**src/rtl/input_conditioner.sv**
```systemverilog
// input_conditioner: synchronises and debounces slide switches and push
// buttons into mclk, and produces registered press/release/auto-repeat and
// switch-change event pulses for the CPU port logic.
module input_conditioner #(
  parameter int NUM_SW         = 8,
  parameter int NUM_BTN        = 4,
  parameter int CNT_WIDTH      = 16,
  parameter int DEBOUNCE_LIMIT = 50000,
  parameter int REPEAT_DELAY   = 25000000,
  parameter int REPEAT_RATE    = 5000000
) (
  input  logic               mclk,
  input  logic               reset,
  input  logic [NUM_SW-1:0]  sw_raw,
  input  logic [NUM_BTN-1:0] btn_raw,
  output logic [NUM_SW-1:0]  sw_clean,
  output logic [NUM_BTN-1:0] btn_clean,
  output logic [NUM_BTN-1:0] btn_press,
  output logic [NUM_BTN-1:0] btn_release,
  output logic [NUM_BTN-1:0] btn_repeat,
  output logic               sw_changed
);

  // Switches and buttons share one debounce array: switches in the low bits.
  localparam int unsigned NCH = NUM_SW + NUM_BTN;
  localparam logic [CNT_WIDTH-1:0] DB_LAST = CNT_WIDTH'(DEBOUNCE_LIMIT - 1);
  localparam logic [31:0] RD_LAST = 32'(REPEAT_DELAY - 1);
  localparam logic [31:0] RR_LAST = 32'(REPEAT_RATE - 1);

  typedef enum logic [1:0] {IDLE, DELAY, RATE} rep_state_t;

  logic [NCH-1:0]       s1, s2;
  logic [NCH-1:0]       clean_q, clean_d;
  logic [CNT_WIDTH-1:0] cnt_q [NCH];
  logic [CNT_WIDTH-1:0] cnt_d [NCH];

  logic [NUM_BTN-1:0]   btn_rise, btn_fall, rep_fire;
  logic                 sw_chg_d;
  rep_state_t           state_q [NUM_BTN];
  rep_state_t           state_d [NUM_BTN];
  logic [31:0]          rc_q [NUM_BTN];
  logic [31:0]          rc_d [NUM_BTN];

  // Debounce next state: any agreement clears the count, a full run of
  // disagreeing samples flips the clean level.
  always_comb begin
    for (int unsigned i = 0; i < NCH; i++) begin
      clean_d[i] = clean_q[i];
      cnt_d[i]   = '0;
      if (s2[i] != clean_q[i]) begin
        if (cnt_q[i] == DB_LAST) clean_d[i] = s2[i];
        else                     cnt_d[i]   = cnt_q[i] + CNT_WIDTH'(1);
      end
    end
  end

  // Edge detection compares next-state with current clean so pulses line up
  // with the clean change.
  always_comb begin
    btn_rise = clean_d[NCH-1:NUM_SW] & ~clean_q[NCH-1:NUM_SW];
    btn_fall = ~clean_d[NCH-1:NUM_SW] & clean_q[NCH-1:NUM_SW];
    sw_chg_d = |(clean_d[NUM_SW-1:0] ^ clean_q[NUM_SW-1:0]);
  end

  // Per-button repeat FSM next state; release overrides a coincident repeat.
  always_comb begin
    for (int unsigned b = 0; b < NUM_BTN; b++) begin
      state_d[b]  = state_q[b];
      rc_d[b]     = rc_q[b];
      rep_fire[b] = 1'b0;
      case (state_q[b])
        IDLE: begin
          if (btn_rise[b]) begin
            state_d[b] = DELAY;
            rc_d[b]    = '0;
          end
        end
        DELAY: begin
          if (rc_q[b] == RD_LAST) begin
            rep_fire[b] = 1'b1;
            rc_d[b]     = '0;
            state_d[b]  = RATE;
          end else begin
            rc_d[b] = rc_q[b] + 32'd1;
          end
        end
        RATE: begin
          if (rc_q[b] == RR_LAST) begin
            rep_fire[b] = 1'b1;
            rc_d[b]     = '0;
          end else begin
            rc_d[b] = rc_q[b] + 32'd1;
          end
        end
        default: begin
          state_d[b] = IDLE;
          rc_d[b]    = '0;
        end
      endcase
      if (btn_fall[b]) begin
        state_d[b]  = IDLE;
        rc_d[b]     = '0;
        rep_fire[b] = 1'b0;
      end
    end
  end

  // Synchroniser, debounce and repeat state registers.
  always_ff @(posedge mclk) begin
    if (reset) begin
      s1      <= '0;
      s2      <= '0;
      clean_q <= '0;
      for (int unsigned i = 0; i < NCH; i++) cnt_q[i] <= '0;
      for (int unsigned b = 0; b < NUM_BTN; b++) begin
        state_q[b] <= IDLE;
        rc_q[b]    <= '0;
      end
    end else begin
      s1      <= {btn_raw, sw_raw};
      s2      <= s1;
      clean_q <= clean_d;
      for (int unsigned i = 0; i < NCH; i++) cnt_q[i] <= cnt_d[i];
      for (int unsigned b = 0; b < NUM_BTN; b++) begin
        state_q[b] <= state_d[b];
        rc_q[b]    <= rc_d[b];
      end
    end
  end

  // Registered single-cycle event pulses.
  always_ff @(posedge mclk) begin
    if (reset) begin
      btn_press   <= '0;
      btn_release <= '0;
      btn_repeat  <= '0;
      sw_changed  <= 1'b0;
    end else begin
      btn_press   <= btn_rise;
      btn_release <= btn_fall;
      btn_repeat  <= rep_fire;
      sw_changed  <= sw_chg_d;
    end
  end

  assign sw_clean  = clean_q[NUM_SW-1:0];
  assign btn_clean = clean_q[NCH-1:NUM_SW];

endmodule
```
**config.mk**
```make
export PLATFORM = sky130hd
export DESIGN_NAME = input_conditioner
export DESIGN_NICKNAME = d
export VERILOG_FILES = /design/src/rtl/input_conditioner.sv
export SDC_FILE = /design/constraint.sdc
export NUM_CORES = 1
export LEC_CHECK = 0
export ABC_AREA = 1
export CORE_MARGIN = 1.5
export CORE_UTILIZATION = 54
export CTS_BUF_LIST = sky130_fd_sc_hd__clkbuf_4
export DETAILED_ROUTE_END_ITERATION = 7
export GPL_ROUTABILITY_DRIVEN = 0
export GPL_TIMING_DRIVEN = 1
export PLACE_DENSITY = 0.76
export SYNTH_ARGS = -nofsm -noshare
export SYNTH_HDL_FRONTEND = slang
export SYNTH_SLANG_ARGS = --single-unit
```
**constraint.sdc**
```tcl
create_clock -name mclk -period 2 [get_ports mclk]
set_clock_uncertainty 0.1 [all_clocks]
set_input_delay 0.4 -clock mclk [delete_from_list [all_inputs] [get_ports mclk]]
set_output_delay 0.4 -clock mclk [all_outputs]
set_load 0.02 [all_outputs]
```
==> impl_results.md <==
* Reg power frac at 0.527
* Die Area at 0.03946 mm2
* Synth Flop Type: dfxtp_1
* WP data required at 2560 ps
* Die Ht at 198.6 um
* Setup TNS Final at 0 ps
* Dominant cell type by area after synthesis: dfxtp_1
* CP Cell Sequence: ha_1 > nand2_1 > inv_2 > nand2_1 > nor2_2 > nand4_1 > nand2_4 > buf_12 > nand2_1 > o21ai_0 > nor2_1
* Outcome: complete, no violations
* Final Cycle Share at 0.9653
* Crit path buf inv count at 2
* Power share of the combinational group at 0.018
* CP delay by family, top: simple AND/OR/NAND/NOR gates
* Max Fclk at 518.0 MHz
* Layout Nets at 3406
* H-tree depth at 3
* Die W at 198.6 um
* Internal power at 10.97 mW
* TritonCTS Buffers at 102
* Crit path launch type: register
* Synthesized cell area at 0.02067 mm2
* Vias in the first global route at 19630
* Async set-reset flop share out of synthesis at 0
* Worst skew pair latency at 790 ps
* Multi-input logic area at 0.01143 mm2
* Cell variety after synth at 52
* Worst-Margin Slew at 600.0 ps
* Antenna-violating nets left at 0
* Worst Path Arrival at 2490 ps
* Worst-path clk slew at 60 ps
* All-Layer GR Usage at 0.2532
* Global-route wire length before repair at 84.94 mm
* Mapped Cells at 3178
* Core area at 0.03767 mm2
* Endpoints failing setup at 0
* RSZ-0062 raised after global routing: yes
* Largest net degree at the start of global routing at 45
* Slowest CP cell: dfxtp_2
* Sequential share of the synthesized area at 0.3652
* Nature of the critical path endpoint: register
* Critical path class: register to register
* Site Rows at 71
* Post-synth top cells: nand2_1, nor2_1, inv_1
* Relative slew slack at 0.6000
* Synth Area per Inst at 6.503 um2
* FF/Latch Area at 0.007567 mm2
* Clk buf depth at 3
* Vias per cell at 5.312
* Initial antenna violation count at 2
* Worst hold path class: primary input to register
* Starting Density at 0.5487
* I/O pin total at 39
* # DRC at 0
* Switching share of power at 0.2346
* Max_cap viols at 0
* Clock Sinks at 377
* VDD IR max at 0.3832 mV
* 1st-pass router iterations at 7
* Cell leakage power at 9.208 nW
* Flop2flop setup slack at 70 ps
* CTS root buf: clkbuf_4
* Total grt overflow at 0
* Critical Path Most Common Cell: nand2_1
* Number of I/O port buffers at 38
* Top cells by area, synth: dfxtp_1, nand2_1, nor2_1
* Synth Warn # at 0
* Fin crit period at 1931 ps
* Final Cell Area at 0.02374 mm2
* Psw at 3.362 mW
* Clock group share of total power at 0.454
* Tot Pwr at 14.33 mW
* Wirelength per Cell at 12.82 um
* Top-count cell post-synth: nand2_1
* Filler cell count at 3490
* Post-synth EDFFs at 0
* Post-DP HPWL at 35.48 mm
* Yosys top cell area share at 0.3652
* Power per standard cell area at 603.7 mW/mm2
* Layout cell share with drive strength beyond 1 at 0.1245
* Placed cell area at 0.02191 mm2
* Area growth syn-to-layout at 14.84%
* Final Slew Violations at 0
* Mapped Nets at 3224
* CTS tree: yes
* 1st-iter DRT viols at 1277
* Overall routed net length at 50.58 mm
* Final hold viol count at 0
* Via count at 20950
* Hold slack at 69.37 ps
* Worst stage delay on the critical path at 340 ps
* Yosys reg bits at 377
* Max FO, Critical Path at 12
[registers in the layout (all words and copies together) (netlist names)]
name,cells
btn_release,4
cnt_q,192
clean_q,12
state_q,8
rc_q,128
s2,12
btn_press,4
btn_repeat,4
s1,12
sw_changed,1
[timing repair]
item                                    4_1_cts  5_1_grt
pin swaps                                     2       13
setup buffers                                 3       19
hold buffers                                 10        0
hold endpoints to repair                     37        0
resized for setup                            83       86
endpoints found under the setup margin       35      144
cloned                                        2        3
[layout make-up]
class                   count  area share
well taps                 511     0.02694
repair buffers            145     0.05567
inverters                 407     0.06468
multi-input cells        2327      0.4817
clock buffers             144     0.04555
flip-flops and latches    377      0.3188
clock inverters            30    0.006326
diodes                      3   0.0003163
[placed cells by master, fill, tap and decap left out, types with 70 or more instances in the layout]
master / n
clkbuf_4: 144
nand3_1: 247
nor2_1: 542
nand2_1: 723
buf_4: 84
o21ai_0: 94
inv_1: 391
a21oi_1: 192
nor3_1: 91
dfxtp_1: 361
nand4_1: 70
[per-stage QoR]
| stage | instances | util | setup slack, ps |
|---|---|---|---|
| 3_5_place_dp | 3730 | 0.5818 | -27.20 |
| 6_report | 3944 | 0.6301 | 69.49 |
| 4_1_cts | 3919 | 0.6182 | 1.007 |
| 2_1_floorplan | 3178 | - | 149.1 |
| 3_3_place_gp | 3730 | 0.5818 | 63.42 |
| 5_1_grt | 3944 | 0.6301 | -49.85 |
[logic make-up (layout without fill, tap and decap cells)]
family,Yosys count,in the layout,share of synthesized area
AND/OR/NAND/NOR,1837,1838,0.3884
buffers and inverters,475,726,0.09214
AO/OA/AOI/OAI,389,389,0.1058
flip-flops,377,377,0.3652
XOR/XNOR,68,68,0.02918
adder cells (fa/ha/maj),32,32,0.01937
other,0,3,0
[path summary, 6_finish.rpt]
path	startpoint	endpoint	cells past startpoint
max reg2reg	cnt_q[2][32]$_SDFF_PP0_	rc_q[2][8]$_SDFFE_PP0P_	11
min reg2reg	s1[3]$_SDFF_PP0_	s2[3]$_SDFF_PP0_	2
max	cnt_q[2][32]$_SDFF_PP0_	rc_q[2][8]$_SDFFE_PP0P_	11
min	btn_raw[0]	s1[8]$_SDFF_PP0_	3
[tightest hold or removal path, stage by stage]
cell	delay, ps
clkdlybuf4s50_1	400
inv_1	70
nor2_1	50
[metal layers]
layer | vias up | GRT usage | routed length, um
li1 | 10670 | - | -
met1 | 9588 | 0.3189 | 22630
met2 | 574 | 0.4275 | 23820
met3 | 120 | 0.04629 | 2855
met4 | 0 | 0.1007 | 1273
met5 | - | 0 | 0
[power by group through the flow]
stage | logic [mW] | clock network (mW) | registers [mW]
finish | 0.261 | 6.51 | 7.56
global route | 0.288 | 7.13 | 7.55
CTS | 0.255 | 6.74 | 7.55
detailed placement | 0.239 | 0 | 7.72
global placement | 0.232 | 0 | 7.72
floorplan | 0.144 | 0 | 7.72
Power figures use the tool's default switching activity.
